$ cat src/rtl/pipe4_hazard_ctrl_pkg.sv
// Shared encodings for the 4-stage pipeline hazard controller.
package pipe4_hazard_ctrl_pkg;

  localparam int REG_AW_DEF = 5;

  // Operand source selects driven to the datapath bypass muxes.
  localparam logic [1:0] FWD_RF = 2'b00;
  localparam logic [1:0] FWD_EX = 2'b01;
  localparam logic [1:0] FWD_WB = 2'b10;

  // RUN: pipeline flows; MULWAIT: a multiply is occupying EX.
  typedef enum logic {
    RUN     = 1'b0,
    MULWAIT = 1'b1
  } state_t;

endpackage

$ cat src/rtl/pipe4_hazard_ctrl_fwd_sel.sv
// Per-operand bypass select: EX result beats WB result, r0 never bypasses.
module pipe4_fwd_sel
  import pipe4_hazard_ctrl_pkg::*;
#(
  parameter int REG_AW = REG_AW_DEF
) (
  input  logic [REG_AW-1:0] rs,
  input  logic              use_rs,
  input  logic              ex_valid,
  input  logic              ex_wen,
  input  logic [REG_AW-1:0] ex_rd,
  input  logic              ex_ready,
  input  logic              wb_valid,
  input  logic              wb_wen,
  input  logic [REG_AW-1:0] wb_rd,
  output logic [1:0]        fwd
);

  // A match on an unfinished EX result selects nothing; the pipe is stalled then.
  always_comb begin
    fwd = FWD_RF;
    if (use_rs && (rs != '0)) begin
      if (ex_valid && ex_wen && (ex_rd == rs)) begin
        fwd = ex_ready ? FWD_EX : FWD_RF;
      end else if (wb_valid && wb_wen && (wb_rd == rs)) begin
        fwd = FWD_WB;
      end
    end
  end

endmodule

$ cat src/rtl/pipe4_hazard_ctrl.sv
// Hazard and sequencing control for the IF/ID/EX/WB pipeline.
// imem_ready is a plain qualifier: fetch data is used only in a cycle where it
// is 1; this block never pushes back on instruction memory.
module pipe4_hazard_ctrl
  import pipe4_hazard_ctrl_pkg::*;
#(
  parameter int REG_AW  = REG_AW_DEF,
  parameter int MUL_LAT = 4,
  parameter int CNT_W   = 16
) (
  input  logic              clk,
  input  logic              rst,
  input  logic              id_valid,
  input  logic [REG_AW-1:0] id_rs1,
  input  logic [REG_AW-1:0] id_rs2,
  input  logic              id_use_rs1,
  input  logic              id_use_rs2,
  input  logic [REG_AW-1:0] id_rd,
  input  logic              id_wen,
  input  logic              id_is_mul,
  input  logic              ex_branch_taken,
  input  logic              imem_ready,
  output logic              pc_en,
  output logic              pc_sel_branch,
  output logic              ifid_en,
  output logic              ifid_flush,
  output logic              idex_en,
  output logic              idex_flush,
  output logic [1:0]        fwd_a,
  output logic [1:0]        fwd_b,
  output logic              ex_busy,
  output logic [CNT_W-1:0]  stall_cnt,
  output logic [CNT_W-1:0]  flush_cnt,
  output state_t            dbg_state
);

  localparam int MCW = (MUL_LAT > 2) ? $clog2(MUL_LAT - 1) : 1;
  localparam logic [MCW-1:0] MCNT_INIT = MCW'((MUL_LAT > 1) ? (MUL_LAT - 2) : 0);

  state_t              state, state_nx;
  logic [MCW-1:0]      mcnt, mcnt_nx;
  logic                ex_valid, ex_wen, ex_mul;
  logic [REG_AW-1:0]   ex_rd;
  logic                wb_valid, wb_wen;
  logic [REG_AW-1:0]   wb_rd;
  logic                ex_valid_nx, ex_wen_nx, ex_mul_nx;
  logic [REG_AW-1:0]   ex_rd_nx;
  logic                wb_valid_nx, wb_wen_nx;
  logic [REG_AW-1:0]   wb_rd_nx;
  logic                branch, mulwait, issue;
  logic [1:0]          fwd_a_raw, fwd_b_raw;

  assign mulwait   = (state == MULWAIT);
  assign branch    = ex_branch_taken && ex_valid && !mulwait;
  assign issue     = id_valid && idex_en && !idex_flush;
  assign dbg_state = state;

  // Stage enables and flushes; everything is forced idle while in reset.
  always_comb begin
    pc_en         = 1'b0;
    pc_sel_branch = 1'b0;
    ifid_en       = 1'b0;
    ifid_flush    = 1'b1;
    idex_en       = 1'b0;
    idex_flush    = 1'b1;
    ex_busy       = 1'b0;
    if (rst) begin
      if (branch) begin
        pc_en         = 1'b1;
        pc_sel_branch = 1'b1;
        ifid_en       = 1'b1;
        idex_en       = 1'b1;
      end else if (mulwait) begin
        ex_busy    = 1'b1;
        ifid_flush = 1'b0;
        idex_flush = 1'b0;
      end else if (!imem_ready) begin
        ifid_en    = 1'b1;
        idex_en    = 1'b1;
        idex_flush = 1'b0;
      end else begin
        pc_en      = 1'b1;
        ifid_en    = 1'b1;
        ifid_flush = 1'b0;
        idex_en    = 1'b1;
        idex_flush = 1'b0;
      end
    end
  end

  pipe4_fwd_sel #(.REG_AW(REG_AW)) u_fwd_a (
    .rs(id_rs1), .use_rs(id_use_rs1),
    .ex_valid(ex_valid), .ex_wen(ex_wen), .ex_rd(ex_rd), .ex_ready(!mulwait),
    .wb_valid(wb_valid), .wb_wen(wb_wen), .wb_rd(wb_rd), .fwd(fwd_a_raw)
  );

  pipe4_fwd_sel #(.REG_AW(REG_AW)) u_fwd_b (
    .rs(id_rs2), .use_rs(id_use_rs2),
    .ex_valid(ex_valid), .ex_wen(ex_wen), .ex_rd(ex_rd), .ex_ready(!mulwait),
    .wb_valid(wb_valid), .wb_wen(wb_wen), .wb_rd(wb_rd), .fwd(fwd_b_raw)
  );

  assign fwd_a = rst ? fwd_a_raw : FWD_RF;
  assign fwd_b = rst ? fwd_b_raw : FWD_RF;

  // Next FSM state, multiply countdown and scoreboard slot contents.
  always_comb begin
    state_nx    = state;
    mcnt_nx     = mcnt;
    ex_valid_nx = ex_valid;
    ex_rd_nx    = ex_rd;
    ex_wen_nx   = ex_wen;
    ex_mul_nx   = ex_mul;
    wb_valid_nx = wb_valid;
    wb_rd_nx    = wb_rd;
    wb_wen_nx   = wb_wen;
    if (mulwait) begin
      wb_valid_nx = 1'b0;
      if (mcnt == '0) begin
        state_nx = RUN;
      end else begin
        mcnt_nx = mcnt - 1'b1;
      end
    end else begin
      wb_valid_nx = ex_valid;
      wb_rd_nx    = ex_rd;
      wb_wen_nx   = ex_wen;
      ex_valid_nx = issue;
      ex_rd_nx    = id_rd;
      ex_wen_nx   = issue && id_wen;
      ex_mul_nx   = issue && id_is_mul;
      if (issue && id_is_mul && (MUL_LAT > 1)) begin
        state_nx = MULWAIT;
        mcnt_nx  = MCNT_INIT;
      end
    end
  end

  // State register and scoreboard slots.
  always_ff @(posedge clk or negedge rst) begin
    if (!rst) begin
      state    <= RUN;
      mcnt     <= '0;
      ex_valid <= 1'b0;
      ex_rd    <= '0;
      ex_wen   <= 1'b0;
      ex_mul   <= 1'b0;
      wb_valid <= 1'b0;
      wb_rd    <= '0;
      wb_wen   <= 1'b0;
    end else begin
      state    <= state_nx;
      mcnt     <= mcnt_nx;
      ex_valid <= ex_valid_nx;
      ex_rd    <= ex_rd_nx;
      ex_wen   <= ex_wen_nx;
      ex_mul   <= ex_mul_nx;
      wb_valid <= wb_valid_nx;
      wb_rd    <= wb_rd_nx;
      wb_wen   <= wb_wen_nx;
    end
  end

  // Saturating stall and branch-flush counters.
  always_ff @(posedge clk or negedge rst) begin
    if (!rst) begin
      stall_cnt <= '0;
      flush_cnt <= '0;
    end else begin
      if (!ifid_en && !ifid_flush && (stall_cnt != '1)) stall_cnt <= stall_cnt + 1'b1;
      if (branch && (flush_cnt != '1)) flush_cnt <= flush_cnt + 1'b1;
    end
  end

endmodule

$ cat config.mk
export PLATFORM = sky130hd
export DESIGN_NAME = pipe4_hazard_ctrl
export DESIGN_NICKNAME = d
export VERILOG_FILES = /design/src/rtl/pipe4_hazard_ctrl_pkg.sv /design/src/rtl/pipe4_hazard_ctrl_fwd_sel.sv /design/src/rtl/pipe4_hazard_ctrl.sv
export SDC_FILE = /design/constraint.sdc
export NUM_CORES = 1
export LEC_CHECK = 0
export CORE_ASPECT_RATIO = 1.2
export CORE_UTILIZATION = 49
export DETAILED_ROUTE_END_ITERATION = 12
export GPL_TIMING_DRIVEN = 0
export PLACE_DENSITY = 0.77
export RECOVER_POWER = 25
export SLEW_MARGIN = 30
export SYNTH_ARGS = -nofsm -noshare
export SYNTH_HDL_FRONTEND = slang
export SYNTH_SLANG_ARGS = --single-unit
$ cat constraint.sdc
create_clock -name clk -period 1.99 [get_ports clk]
set_clock_uncertainty 0.1 [all_clocks]
set_input_delay 0.2985 -clock clk [delete_from_list [all_inputs] [get_ports clk]]
set_output_delay 0.2985 -clock clk [all_outputs]
set_load 0.01 [all_outputs]
==> results_dict.tcl <==
set metrics [dict create \
    grt_pass1_wl_um 9340 \
    startpoint_type "primary input" \
    grt_max_degree 20 \
    drtIter0Drc 102 \
    synth-async-reset-ratio_pct 100 \
    synth_cell_types 44 \
    dieWidth_um 68.4 \
    cts_max_path_buffers 2 \
    syn2layout_area_growth_pct 37.2 \
    cts_buffers 5 \
    final_area_mm2 0.00356 \
    cp_max_fo 3 \
    wl_per_cell_um 15.3 \
    nets 346 \
    synth_edf_count 0 \
    hp-class "reg2reg" \
    worst_slew_pin_slew_ns 1.03 \
    drtAntennaViolNets 0 \
    dieHeight_um 81.7 \
    p_leak_uw 0.00164 \
    drv_cap 0 \
    io_pins 68 \
    hold_viol 0 \
    period_needed_ns 2.16 \
    clock_latency_ns 0.30 \
    row_count 28 \
    drc 0 \
    drt-vias-per-instance 5.52 \
    ys.flop_type "dfrtp_1" \
    vias 2091 \
    gp_congestion 0.877 \
    first_global_vias 1972 \
    yosysSeqAreaShare_pct 47.3 \
    final_cell_count_no_fill 379 \
    initial_core_util_pct 51.7 \
    crit_type "in2out" \
    fin_ws_ns -0.169 \
    syn_avg_cell_area_um2 11.0 \
    critPathArrivalTime_ns 1.76 \
    setup_violations 4 \
    insertedDiodeCount 0 \
    grt_util_all_layers_pct 22.7 \
    port_buffers 67 \
    cts-root-buf "clkbuf_8" \
    required_ns 1.59 \
    htreeDepth 2 \
    cts_tree "done" \
    dr.pass1.iters 4 \
    coreArea_mm2 0.00501 \
    final_layout_size_suffix_gt1_share_pct 18.2 \
    rsz0062_at_grt "yes" \
    fin_crit_sh_pct 108 \
    place_area_mm2 0.00336 \
    synth_warnings 0 \
    dpl.hpwl_um 4110 \
    reg2reg_depth 5 \
    syn-num-nets 262 \
    max_freq_ghz 0.463 \
    p_per_area_mw_per_mm2 942 \
    holdWs_ns 0.405 \
    ir_drop_uv 610 \
    fin_util_pct 71.0 \
    hold_depth 1 \
    grt_overflow 0 \
    place_inst 363 \
    wirelength_um 5800 \
    status "complete, but fails checks" \
    slowest_delay_ns 0.50 \
    crit_chain "clkdlybuf4s50_1 -> xor2_1 -> nor4_1 -> nand4_1 -> nor3b_2 -> buf_2" \
    worstSetupEndpointType "output port" \
    syn_inst 235 \
    clock-sinks 49 \
    nFillCells 414 \
    cp_slowest_cell "clkdlybuf4s50_1" \
    synth_area_mm2 0.00259 \
    drv_slew 0 \
    antenna_found_initial 0 \
    die-area_mm2 0.00559 \
    slew_headroom_pct 31.0 \
    clkTransAtPathRegs_ns 0.08 \
    violations "negative setup slack" \
    synth_seq_cells 49 \
]
==> logic make-up after synthesis <==
group	share of synthesized area [%]
adder cells (fa/ha/maj)	1.45
multiplexers	6.08
XOR/XNOR	15.5
buffers and inverters	1.59
flip-flops	47.3
AND/OR/NAND/NOR	22.2
AO/OA/AOI/OAI	5.79
==> metal layers <==
layer  vias to the layer above  track usage [%]  wire [um]
met5                         -                0          0
li1                       1019                -          -
met4                         0             6.88        101
met3                         9             4.44        280
met2                        53             37.4       2790
met1                      1010             29.8       2620
==> critical path, delay by kind of cell <==
kind                   cells  cell delay [ns]
buffers and inverters      2             0.64
AND/OR/NAND/NOR            3             0.64
XOR/XNOR                   1             0.18
==> metrics by stage <==
stage                     setup slack (ns)  TNS, ns  power [uW]
after floorplan                      0.217        0        2120
after global placement               -2.42  -107.93        2560
after detailed placement            -0.692    -3.90        2610
after CTS                           -0.244   -0.672        3340
after global routing                -0.271   -0.838        3560
final                               -0.169   -0.408        3350
==> final timing paths <==
path                                           start                   endpoint  slack [ns]
min in group asynchronous                        rst   stall_cnt[6]$_DFFE_PN0P_        0.63
hold / removal             flush_cnt[15]$_DFFE_PN0P_  flush_cnt[15]$_DFFE_PN0P_        0.41
max in group asynchronous                        rst       ex_rd[4]$_DFFE_PN0N_        0.21
setup / recovery                           id_rs1[0]                   fwd_a[1]       -0.17
hold reg to reg            flush_cnt[15]$_DFFE_PN0P_  flush_cnt[15]$_DFFE_PN0P_        0.41
setup reg to reg            stall_cnt[3]$_DFFE_PN0P_   stall_cnt[1]$_DFFE_PN0P_        0.10
==> synth_stat cells, types with 2 or more instances <==
| cell type | count | area, um^2 |
|---|---|---|
| mux2_2 | 13 | 146 |
| nor4_1 | 6 | 37.5 |
| xnor2_1 | 14 | 123 |
| nand4b_1 | 2 | 17.5 |
| xor2_1 | 32 | 280 |
| nor2b_1 | 2 | 12.5 |
| buf_2 | 3 | 15.0 |
| nand4_1 | 13 | 81.3 |
| inv_1 | 4 | 15.0 |
| nor2_1 | 5 | 18.8 |
| ha_1 | 3 | 37.5 |
| o21ai_0 | 4 | 20.0 |
| a21oi_1 | 8 | 40.0 |
| and3_1 | 5 | 31.3 |
| or4_1 | 2 | 15.0 |
| a21o_1 | 3 | 22.5 |
| nand2_1 | 18 | 67.6 |
| a211oi_1 | 3 | 22.5 |
| dfrtp_1 | 49 | 1230 |
| or2_2 | 2 | 12.5 |
| and4_1 | 4 | 35.0 |
| a31oi_1 | 2 | 12.5 |
| nand3_1 | 9 | 45.0 |
| nor3_1 | 5 | 25.0 |
| nor3_2 | 4 | 40.0 |
| nor4b_1 | 2 | 17.5 |
==> cell type report <==
cell class,count,area (um^2),area share [%]
clock buffers,5,68.8,1.93
repair buffers,77,724,20.4
flip-flops and latches,49,1230,34.5
clock inverters,2,35.0,0.985
plain buffers,5,36.3,1.02
inverters,4,15.0,0.422
well taps,60,75.1,2.11
multi-input cells,177,1370,38.6
==> sequential cells by signal, indices dropped and copies added, names as in the netlist <==
register and cells:
wb_valid 1, ex_valid 1, stall_cnt 16, flush_cnt 16, mcnt 2, wb_rd 5
ex_wen 1, dbg_state 1, ex_rd 5, wb_wen 1
==> report_power, final <==
group	total [uW]	switching, uW	leakage (uW)	internal (uW)
registers	1500	270	0.000635	1230
logic	1180	495	0.000951	681
clock network	674	309	0.0000540	365
==> cells in the final DEF, fill, tap and decap left out, types with 4 or more instances in the layout <==
cell type | netlist | routed
xnor2_1 | 14 | 14
clkdlybuf4s50_1 | 0 | 49
mux2_2 | 13 | 13
nand3_1 | 9 | 9
dlygate4sd2_1 | 0 | 10
dfrtp_1 | 49 | 47
clkbuf_8 | 0 | 5
nand4_1 | 13 | 13
xor2_1 | 32 | 32
nor2_1 | 5 | 5
and3_1 | 5 | 5
buf_4 | 1 | 5
and4_1 | 4 | 4
a21oi_1 | 8 | 8
buf_2 | 3 | 5
nand2_1 | 18 | 18
nor4_1 | 6 | 5
nor3_1 | 5 | 5
==> repair_timing <==
action	CTS	global route
pin swaps	4	6
gates cloned	1	0
setup endpoints to repair	11	14
gates resized for setup	34	16
hold buffers	3	0
buffers inserted	2	3
hold endpoints to repair	17	0
Power figures use the tool's default switching activity.
